$ cat config.mk
export PLATFORM = sky130hd
export DESIGN_NAME = usbkbd_decoder
export DESIGN_NICKNAME = d
export VERILOG_FILES = /design/src/rtl/usbkbd_decoder.sv
export SDC_FILE = /design/constraint.sdc
export NUM_CORES = 1
export LEC_CHECK = 0
export CAP_MARGIN = 20
export CORE_UTILIZATION = 35
export CTS_CLUSTER_DIAMETER = 200
export DETAILED_ROUTE_END_ITERATION = 12
export HOLD_SLACK_MARGIN = 0.06
export MAX_ROUTING_LAYER = met4
export PLACE_DENSITY_LB_ADDON = 0.12
export SLEW_MARGIN = 0
export SYNTH_ARGS = -nofsm -noshare
export SYNTH_HDL_FRONTEND = slang
export SYNTH_SLANG_ARGS = --single-unit
$ cat constraint.sdc
create_clock -name i_clk -period 5.4 [get_ports i_clk]
set_input_delay 1.08 -clock i_clk [delete_from_list [all_inputs] [get_ports i_clk]]
set_output_delay 1.08 -clock i_clk [all_outputs]
set_load 0.005 [all_outputs]
$ cat src/rtl/usbkbd_decoder.sv
// usbkbd_decoder: parses framed HID boot-keyboard reports and queues newly pressed keys (ASCII or raw) in a FIFO.
module usbkbd_decoder #(
  parameter int                     MAGIC_LEN  = 3,
  parameter logic [MAGIC_LEN*8-1:0] MAGIC      = "key",
  parameter int                     NKEYS      = 6,
  parameter int                     FIFO_DEPTH = 8,
  parameter bit                     TRANSLATE  = 1
) (
  input  logic                          i_clk,
  input  logic                          i_rst,
  input  logic [7:0]                    i_byte,
  input  logic                          i_byte_valid,
  output logic                          o_byte_ready,
  output logic                          o_key_valid,
  output logic [7:0]                    o_key,
  input  logic                          i_key_ready,
  output logic                          o_overflow,
  output logic [$clog2(FIFO_DEPTH):0]   o_fifo_count
);
  localparam int IW = MAGIC_LEN > 1 ? $clog2(MAGIC_LEN) : 1;
  localparam int SW = NKEYS > 1 ? $clog2(NKEYS) : 1;
  localparam int AW = $clog2(FIFO_DEPTH);
  localparam int CW = AW + 1;
  typedef enum logic [2:0] {LOOK, MASK, RES, CODE, EMIT} state_t;
  state_t          r_state, w_next;
  logic [IW-1:0]   r_idx;
  logic [SW-1:0]   r_slot;
  logic            r_shift, r_ctrl;
  logic [7:0]      r_cur  [NKEYS];
  logic [7:0]      r_prev [NKEYS];
  logic [7:0]      r_mem  [FIFO_DEPTH];
  logic [AW-1:0]   r_rd, r_wr;
  logic [CW-1:0]   r_count;
  logic            r_overflow;
  logic            w_accept, w_match, w_last_idx, w_last_slot, w_new, w_roll, w_mapped;
  logic            w_push, w_pop, w_full, w_wr;
  logic [7:0]      w_mag, w_code, w_key;
  assign w_accept    = i_byte_valid && o_byte_ready;
  assign w_mag       = MAGIC[8*(MAGIC_LEN-1-int'(r_idx)) +: 8];
  assign w_match     = i_byte == w_mag;
  assign w_last_idx  = r_idx == IW'(MAGIC_LEN-1);
  assign w_last_slot = r_slot == SW'(NKEYS-1);
  assign w_code      = r_cur[r_slot];
  // A slot counts as a new press only if its code appears nowhere in the previous report.
  always_comb begin
    w_new  = w_code != 8'h00;
    w_roll = 1'b1;
    for (int k = 0; k < NKEYS; k++) begin
      if (r_prev[k] == w_code) w_new = 1'b0;
      if (r_cur[k] != 8'h01) w_roll = 1'b0;
    end
  end
  always_comb begin
    w_mapped = 1'b1;
    w_key    = w_code;
    if (TRANSLATE) begin
      w_mapped = w_code >= 8'h04 && w_code <= 8'h2C;
      w_key    = w_code <= 8'h1D ? (r_ctrl ? w_code - 8'h03 : r_shift ? w_code + 8'h3D : w_code + 8'h5D) :
                 w_code <= 8'h26 ? w_code + 8'h13 :
                 w_code == 8'h27 ? 8'h30 :
                 w_code == 8'h28 ? 8'h0D :
                 w_code == 8'h29 ? 8'h1B :
                 w_code == 8'h2A ? 8'h08 :
                 w_code == 8'h2B ? 8'h09 : 8'h20;
    end
  end
  assign w_push = r_state == EMIT && !w_roll && w_new && w_mapped;
  assign w_pop  = r_count != '0 && i_key_ready;
  assign w_full = r_count == CW'(FIFO_DEPTH);
  assign w_wr   = w_push && (!w_full || w_pop);
  always_comb begin
    w_next = r_state;
    case (r_state)
      LOOK:    w_next = w_accept && w_match && w_last_idx ? MASK : LOOK;
      MASK:    w_next = w_accept ? RES : MASK;
      RES:     w_next = !w_accept ? RES : i_byte == 8'h00 ? CODE : LOOK;
      CODE:    w_next = w_accept && w_last_slot ? EMIT : CODE;
      default: w_next = w_last_slot ? LOOK : EMIT;
    endcase
  end
  always_ff @(posedge i_clk) begin
    if (i_rst) begin
      r_state    <= LOOK;
      r_idx      <= '0;
      r_slot     <= '0;
      r_shift    <= 1'b0;
      r_ctrl     <= 1'b0;
      r_rd       <= '0;
      r_wr       <= '0;
      r_count    <= '0;
      r_overflow <= 1'b0;
      for (int k = 0; k < NKEYS; k++) begin
        r_cur[k]  <= 8'h00;
        r_prev[k] <= 8'h00;
      end
      for (int k = 0; k < FIFO_DEPTH; k++) r_mem[k] <= 8'h00;
    end else begin
      r_state <= w_next;
      if (w_wr) begin
        r_mem[r_wr] <= w_key;
        r_wr        <= r_wr + 1'b1;
      end
      if (w_pop) r_rd <= r_rd + 1'b1;
      r_count <= r_count + CW'(w_wr) - CW'(w_pop);
      if (w_push && !w_wr) r_overflow <= 1'b1;
      case (r_state)
        LOOK: if (w_accept)
          r_idx <= w_match ? (w_last_idx ? '0 : r_idx + 1'b1) :
                   i_byte == MAGIC[MAGIC_LEN*8-1 -: 8] ? IW'(1) : '0;
        MASK: if (w_accept) begin
          r_shift <= i_byte[1] | i_byte[5];
          r_ctrl  <= i_byte[0] | i_byte[4];
        end
        RES: if (w_accept) r_slot <= '0;
        CODE: if (w_accept) begin
          r_cur[r_slot] <= i_byte;
          r_slot        <= w_last_slot ? '0 : r_slot + 1'b1;
        end
        default: begin
          r_slot <= w_last_slot ? '0 : r_slot + 1'b1;
          if (w_last_slot && !w_roll)
            for (int k = 0; k < NKEYS; k++) r_prev[k] <= r_cur[k];
        end
      endcase
    end
  end
  assign o_byte_ready = r_state != EMIT;
  assign o_key_valid  = r_count != '0;
  assign o_key        = r_mem[r_rd];
  assign o_overflow   = r_overflow;
  assign o_fifo_count = r_count;
endmodule

==> results of run 1 <==
-- metal layers --
layer	up-vias	GRT usage, %
met1	3250	22.1
met4	0	6.12
met2	164	32.0
met5	-	-
li1	3181	-
met3	55	2.22
-- synthesized netlist by cell type (all sizes together), types with 2 or more instances --
| cell type | instances | share of area (%) |
|---|---|---|
| mux2i | 16 | 1.6 |
| a22o | 7 | 0.60 |
| nand4 | 10 | 0.62 |
| dfxtp | 27 | 5.3 |
| o31ai | 7 | 0.52 |
| a22oi | 3 | 0.22 |
| xor2 | 23 | 2.0 |
| o211ai | 2 | 0.15 |
| or4 | 2 | 0.18 |
| nand3b | 2 | 0.15 |
| nand4b | 5 | 0.43 |
| nand2b | 8 | 0.49 |
| and2 | 50 | 3.1 |
| nand2 | 48 | 1.8 |
| nor4 | 74 | 5.3 |
| edfxtp | 176 | 52 |
| a32oi | 2 | 0.17 |
| a211oi | 5 | 0.37 |
| o32ai | 2 | 0.17 |
| clkbuf | 31 | 1.1 |
| o41ai | 2 | 0.17 |
| o21ai | 26 | 1.3 |
| mux2 | 20 | 2.2 |
| nor2b | 7 | 0.43 |
| nand3 | 15 | 0.74 |
| ha | 15 | 1.8 |
| or3 | 15 | 0.92 |
| xnor2 | 21 | 1.8 |
| buf | 18 | 1.4 |
| a21o | 2 | 0.15 |
| or2 | 5 | 0.31 |
| a31oi | 2 | 0.12 |
| clkinv | 2 | 0.074 |
| nor3 | 18 | 0.89 |
| a21oi | 14 | 0.69 |
| o22ai | 4 | 0.43 |
| inv | 23 | 0.85 |
| mux4 | 22 | 4.9 |
| nor2 | 78 | 2.9 |
-- worst min path at each step --
| stage | start | endpoint | slack [ns] | depth (start not counted) |
|---|---|---|---|---|
| after floorplan | r_rd[1]$_SDFFE_PP0P_ | register | 0.45 | 2 |
| after global placement | o_overflow$_SDFFE_PP0P_ | o_overflow$_SDFFE_PP0P_ | 0.46 | 1 |
| after detailed placement | o_overflow$_SDFFE_PP0P_ | o_overflow$_SDFFE_PP0P_ | 0.46 | 1 |
| after CTS | o_overflow$_SDFFE_PP0P_ | o_overflow$_SDFFE_PP0P_ | 0.47 | 1 |
| after global routing | o_overflow$_SDFFE_PP0P_ | o_overflow$_SDFFE_PP0P_ | 0.51 | 1 |
| final | o_overflow$_SDFFE_PP0P_ | o_overflow$_SDFFE_PP0P_ | 0.47 | 1 |
-- sequential cells by signal, summed over array words and instances, names as in the netlist, named ones only --
register,flops
r_cur,64
r_mem,64
r_prev,48
o_fifo_count,4
r_rd,3
r_slot,3
r_state,3
r_wr,3
r_idx,2
o_overflow,1
r_ctrl,1
r_shift,1
-- layout by cell type, fill, tap and decap left out, drive strengths merged, types with 3 or more instances in the layout --
master         synthesis  layout
a22oi                  3       3
ha                    15      15
o21ai                 26      26
edfxtp               176     176
nor4                  74      74
a22o                   7       7
buf                   18      29
nand2b                 8       8
a21oi                 14      14
and2                  50      50
nor2b                  7       7
or2                    5       5
mux2                  20      20
clkinv                 2       3
or3                   15      15
nor3                  18      18
nor2                  78      78
clkdlybuf4s50          0      26
clkinvlp               0       3
o22ai                  4       4
mux4                  22      22
mux2i                 16      16
a211oi                 5       5
clkbuf                31      35
nand3                 15      15
xor2                  23      23
nand2                 48      48
nand4b                 5       5
o31ai                  7       7
inv                   23      24
nand4                 10      10
xnor2                 21      21
dfxtp                 27      27
-- power breakdown --
group	total (mW)	switching, mW	leakage, nW	internal (mW)
clock network	1.54	0.608	0.353	0.928
registers	1.87	0.0822	1.87	1.78
logic	0.554	0.253	1.50	0.302
-- cell type report --
| type | instances | share of cell area [%] |
|---|---|---|
| Sequential cell | 203 | 50.1 |
| Inverter | 25 | 0.807 |
| Clock inverter | 7 | 0.828 |
| Clock buffer | 35 | 5.59 |
| Multi-Input combinational cell | 549 | 34.3 |
| Tap cell | 384 | 4.13 |
| Timing Repair Buffer | 55 | 4.26 |
-- worst max-delay path, cell delays in order, from the launching register on --
cell	delay [ns]
dfxtp_1	0.63
buf_4	0.27
mux2_1	0.37
o22ai_1	0.36
or2_2	0.21
ha_1	0.21
inv_1	0.09
nand2_1	0.06
o221ai_1	0.10
or4_4	0.49
or4b_4	0.68
ha_1	0.33
inv_1	0.06
ha_1	0.15
inv_1	0.05
fa_1	0.37
xor2_1	0.16
nor2_1	0.05
-- through the flow --
| step | instances | util [%] |
|---|---|---|
| after floorplan | 826 | - |
| after global placement | 1214 | 37.9 |
| after detailed placement | 1214 | 37.9 |
| after CTS | 1256 | 40.5 |
| after global routing | 1258 | 40.6 |
| final | 1258 | 40.6 |
-- cell families after synthesis --
kind of cell             share of synthesized area [%]
AND/OR/NAND/NOR                                   18.5
multiplexers                                      8.71
adder cells (fa/ha/maj)                           2.04
AO/OA/AOI/OAI                                     6.18
XOR/XNOR                                          3.79
flip-flops                                        57.3
buffers and inverters                             3.44
==> metrics.md, run 1 <==
| Metric | Value |
|---|---|
| Hold Buf Count CTS | 0 |
| Reg2reg path depth | 17 |
| Final-report max-slew violation count | 0 |
| Global Route Usage Sum | 18.4% |
| I/O pin cnt | 27 |
| N_diodes | 0 |
| WP data arrival | 5.18 ns |
| Status | finished, final reports clean |
| Total CTS buffers | 23 |
| DR WL/cell | 20.4 um |
| Rows | 62 |
| Placed cell area | 0.0109 sq mm |
| Die Ht | 172 um |
| Met3 wire len | 1070 um |
| Startpoint class of the critical path | register |
| RSZ-0062 raised after global routing | false |
| Post-synthesis sequential area ratio | 57.3% |
| Worst-Margin Slew | 1.02 ns |
| Dpl hpwl | 19000 um |
| Number of global-route vias before repair | 6672 |
| Min cycle time layout | 4.79 ns |
| Placement-stage worst setup slack | 0.652 ns |
| Count of different cell masters after synthesis | 66 |
| Final global-route overflow total | 0 |
| Final Wtd Congestion | 0.900 |
| Post-CTS Resized | 0 |
| Post-synth EDFFs | 176 |
| CTS tree | done |
| CTS H-Tree Depth | 1 |
| Routed via count | 6650 |
| Pleak | 3.72 nW |
| Crit path required time | 5.78 ns |
| Share of layout cells above drive strength 1 | 14.6% |
| Routed wire length | 25600 um |
| P&R area growth vs syn | 14.5% |
| Synthesized area | 0.0102 sq mm |
| Pwr/cell area | 340 mW/mm^2 |
| # fillers | 2696 |
| First-pass GRT wire length | 39600 um |
| Tot Pwr | 3.95 mW |
| Port Buffers | 26 |
| Synth Warn # | 0 |
| Max Buffers Root-to-Sink | 3 |
| Initial antenna violation count | 0 |
| Chip width | 172 um |
| DR WL met2 | 13100 um |
| Residual DRC | 0 |
| Final setup margin | 0.605 ns |
| Area of the multi-input gates | 0.00399 sq mm |
| Fin nets | 885 |
| CTS clk-pin slew, worst paths | 0.06 ns |
| Vias per cell | 5.29 |
| Worst VDD drop | 0.000207 V |
| Core area | 0.0286 sq mm |
| Mapped Cells | 826 |
| Avg Inst Size Synth | 12.3 sq um |
| Critical Path Sink | o_fifo_count[2]$_SDFF_PP0_ |
| Root buf cell | clkbuf_16 |
| Top Metal Used | met4 |
| Maxcap violations | 0 |
| Setup TNS | 0 ns |
| Final Hold Fails | 0 |
| Maximum fanout along the worst path | 27 |
| Setup Skew | 0.0148 ns |
| Worst skew pair latency | 0.51 ns |
| Peak Freq | 209 MHz |
| Die ar. | 0.0297 sq mm |
| Post-CTS Setup Repair Bufs | 0 |
| Hold WC Path Type | register to register |
| Syn_nets | 854 |
| Routed Antenna Nets | 0 |
| Routed length on met1 | 10600 um |
| DR pass1 iterations | 5 |
| Worst hold slack | 0.467 ns |
| Final Cell Area | 0.0116 sq mm |
| Reg area | 0.00583 sq mm |
| Reg-to-reg endpoint | o_fifo_count[2]$_SDFF_PP0_ |
| Part of the cycle the worst path needs | 88.8% |
| R2R setup slack | 0.61 ns |
| DRT iter0 DRCs | 612 |
| Initial core utilization | 35.5% |
| Clock Sinks | 203 |
| Largest net degree at the start of global routing | 49 |
| Final setup violation count | 0 |
| Post-synth ARST share | 0% |
| Worst setup EP type | register |
| Critical path type | register to register |
| Most used DFF post-synth | edfxtp_1 |
| FF+latch count, synth | 203 |
| Slew headroom | 32.3% |
No activity file was read; power rests on OpenSTA's default activity.
==> inputs of run 2 (changes only) <==
--- a/config.mk
+++ b/config.mk
@@ -6,12 +6,12 @@
 export NUM_CORES = 1
 export LEC_CHECK = 0
 export CAP_MARGIN = 20
+export CORE_MARGIN = 3
 export CORE_UTILIZATION = 35
 export CTS_CLUSTER_DIAMETER = 200
 export DETAILED_ROUTE_END_ITERATION = 12
 export HOLD_SLACK_MARGIN = 0.06
 export MAX_ROUTING_LAYER = met4
-export PLACE_DENSITY_LB_ADDON = 0.12
 export SLEW_MARGIN = 0
 export SYNTH_ARGS = -nofsm -noshare
 export SYNTH_HDL_FRONTEND = slang
==> run 2 against run 1 <==
Effect of this change:
- via count decreased by 0.65%
- die area is 4.7% higher
- final cell count decreased by 1.3%
- fmax fell by 3.5%
- sequential share of layout area up 0.71 points
- worst hold slack improved by 0.023 ns
- non-clock buffer count decreased by 8
- critical path depth shrank 5
- worst setup slack worse by 0.17 ns
- largest cell class unchanged
- final area fell by 1.4%
==> metrics.md, run 2 (synthesis results as in run 1) <==
| Metric | Value |
|---|---|
| Root buf cell | clkbuf_16 |
| Final setup violation count | 0 (unchanged) |
| N_diodes | 0 (unchanged) |
| Global Route Usage Sum | 15.8% (-2.6 points) |
| Maximum fanout along the worst path | 47 (+74%) |
| CTS tree | done |
| Final global-route overflow total | 0 (unchanged) |
| Placement-stage worst setup slack | 0.419 ns (-0.234 ns) |
| Routed Antenna Nets | 0 (unchanged) |
| Final Hold Fails | 0 (unchanged) |
| Largest net degree at the start of global routing | 49 (unchanged) |
| Post-route insts no fill | 1242 (-1.3%) |
| Post-CTS Resized | 0 (unchanged) |
| Part of the cycle the worst path needs | 92.0% (+3.2 points) |
| Number of global-route vias before repair | 6457 (-3.2%) |
| I/O pin cnt | 27 (unchanged) |
| DRT iter0 DRCs | 543 (-11%) |
| Final Cell Area | 0.0115 sq mm (-1.4%) |
| Final-report max-slew violation count | 0 (unchanged) |
| Top Registers | r_cur: 64 flops, r_mem: 64 flops, r_prev: 48 flops |
| Setup Skew | 0.0215 ns (+0.00671 ns) |
| Initial core utilization | 36.1% (+0.58 points) |
| Startpoint class of the critical path | register |
| Total CTS buffers | 22 (-4.3%) |
| Initial antenna violation count | 0 (unchanged) |
| Hold WC Path Type | register to register |
| Die ar. | 0.0311 sq mm (+4.7%) |
| CTS H-Tree Depth | 1 (unchanged) |
| Critical path type | register to register |
| Worst setup EP type | register |
| Peak Freq | 201 MHz (-3.5%) |
| # fillers | 2657 (-1.4%) |
| Fin nets | 876 (-1.0%) |
| WP data arrival | 5.08 ns (-0.10 ns) |
| Max Buffers Root-to-Sink | 3 (unchanged) |
| Final Wtd Congestion | 0.835 (-7.2%) |
| Share of layout cells above drive strength 1 | 13.5% (-1.1 points) |
| Commonest non-fill, non-tap cells in the layout | edfxtp_1, nor2_1, nor4_1 |
| Clock Sinks | 203 (unchanged) |
| Routed via count | 6607 (-0.65%) |
| Die Ht | 176 um (+2.3%) |
| Worst VDD drop | 0.000194 V (-6.6%) |
| Final setup margin | 0.432 ns (-0.174 ns) |
| Port Buffers | 26 (unchanged) |
| Placed Instances | 1196 (-1.5%) |
| Core area | 0.0282 sq mm (-1.6%) |
| Tot Pwr | 3.79 mW (-4.2%) |
| First-pass GRT wire length | 37500 um (-5.5%) |
| HP Start | o_overflow$_SDFFE_PP0P_ |
| Worst hold slack | 0.490 ns (+0.0230 ns) |
| Min cycle time layout | 4.97 ns (+0.174 ns) |
| Commonest non-fill, non-tap cell in the layout | edfxtp_1 |
| Residual DRC | 0 (unchanged) |
| Crit path required time | 5.51 ns (-0.27 ns) |
| Pleak | 3.64 nW (-2.0%) |
| Placed cell area | 0.0108 sq mm (-0.90%) |
| Status | finished, final reports clean |
| Post-CTS Setup Repair Bufs | 0 (unchanged) |
| Routed wire length | 24000 um (-6.3%) |
| Pwr/cell area | 330 mW/mm^2 (-2.9%) |
| Rows | 61 (-1.6%) |
| Final core occ | 40.7% (+0.089 points) |
| CTS clk-pin slew, worst paths | 0.06 ns (about the same) |
| Slew headroom | 24.2% (-8.1 points) |
| Area of the multi-input gates | 0.00399 sq mm (unchanged) |
| Worst-Margin Slew | 1.13 ns (+0.112 ns) |
| Chip width | 176 um (+2.3%) |
| Worst skew pair latency | 0.51 ns (about the same) |
| DR WL/cell | 19.3 um (-5.1%) |
| Setup TNS | 0 ns (unchanged) |
| Vias per cell | 5.32 (+0.63%) |
| Reg area | 0.00583 sq mm (unchanged) |
| Maxcap violations | 0 (unchanged) |
| RSZ-0062 raised after global routing | false |
| DR pass1 iterations | 5 (unchanged) |
| Hold Buf Count CTS | 0 (unchanged) |
| P&R area growth vs syn | 12.9% |
| Dpl hpwl | 17400 um (-8.1%) |
[run 2: area by class of cell]
class                           instances  share of cell area [%]
Clock buffer                           31                    5.28
Sequential cell                       203                    50.8
Tap cell                              378                    4.12
Inverter                               25                   0.818
Clock inverter                          9                   0.491
Multi-Input combinational cell        549                    34.8
Timing Repair Buffer                   47                    3.71
[run 2: path summary, 6_finish.rpt]
check	endpoint	slack [ns]	cells past startpoint
setup / recovery	r_mem[6][0]$_SDFFCE_PN0P_	0.43	12
setup reg to reg	r_mem[6][0]$_SDFFCE_PN0P_	0.43	12
hold / removal	o_overflow$_SDFFE_PP0P_	0.49	1
hold reg to reg	o_overflow$_SDFFE_PP0P_	0.49	1
[run 2: where the power goes]
group	total, mW	leakage [nW]	switching (mW)	internal [mW]
Sequential	1.86	1.87	0.0814	1.78
Combinational	0.537	1.45	0.241	0.297
Clock	1.39	0.323	0.600	0.786
Total	3.79	3.64	0.922	2.87
[run 2: metal layers]
metal	GRT usage [%]	vias up	wire length, um	part of all wire [%]
met3	2.15	49	963	4.0
met5	-	-	0	0
met1	21.3	3234	10900	45
li1	-	3181	-	-
met4	4.75	0	713	3.0
met2	25.1	143	11400	48
[run 2: critical path, stage by stage (launching register included)]
cell and delay (ns):
dfxtp_1 0.54, buf_4 0.23, buf_4 0.26, mux2i_1 0.21, a22o_1 0.24, or2_2 0.31
ha_1 0.26, inv_1 0.08, nand2_1 0.06, o221ai_1 0.10, or4_4 0.46, or4b_4 0.78
o31ai_1 1.02
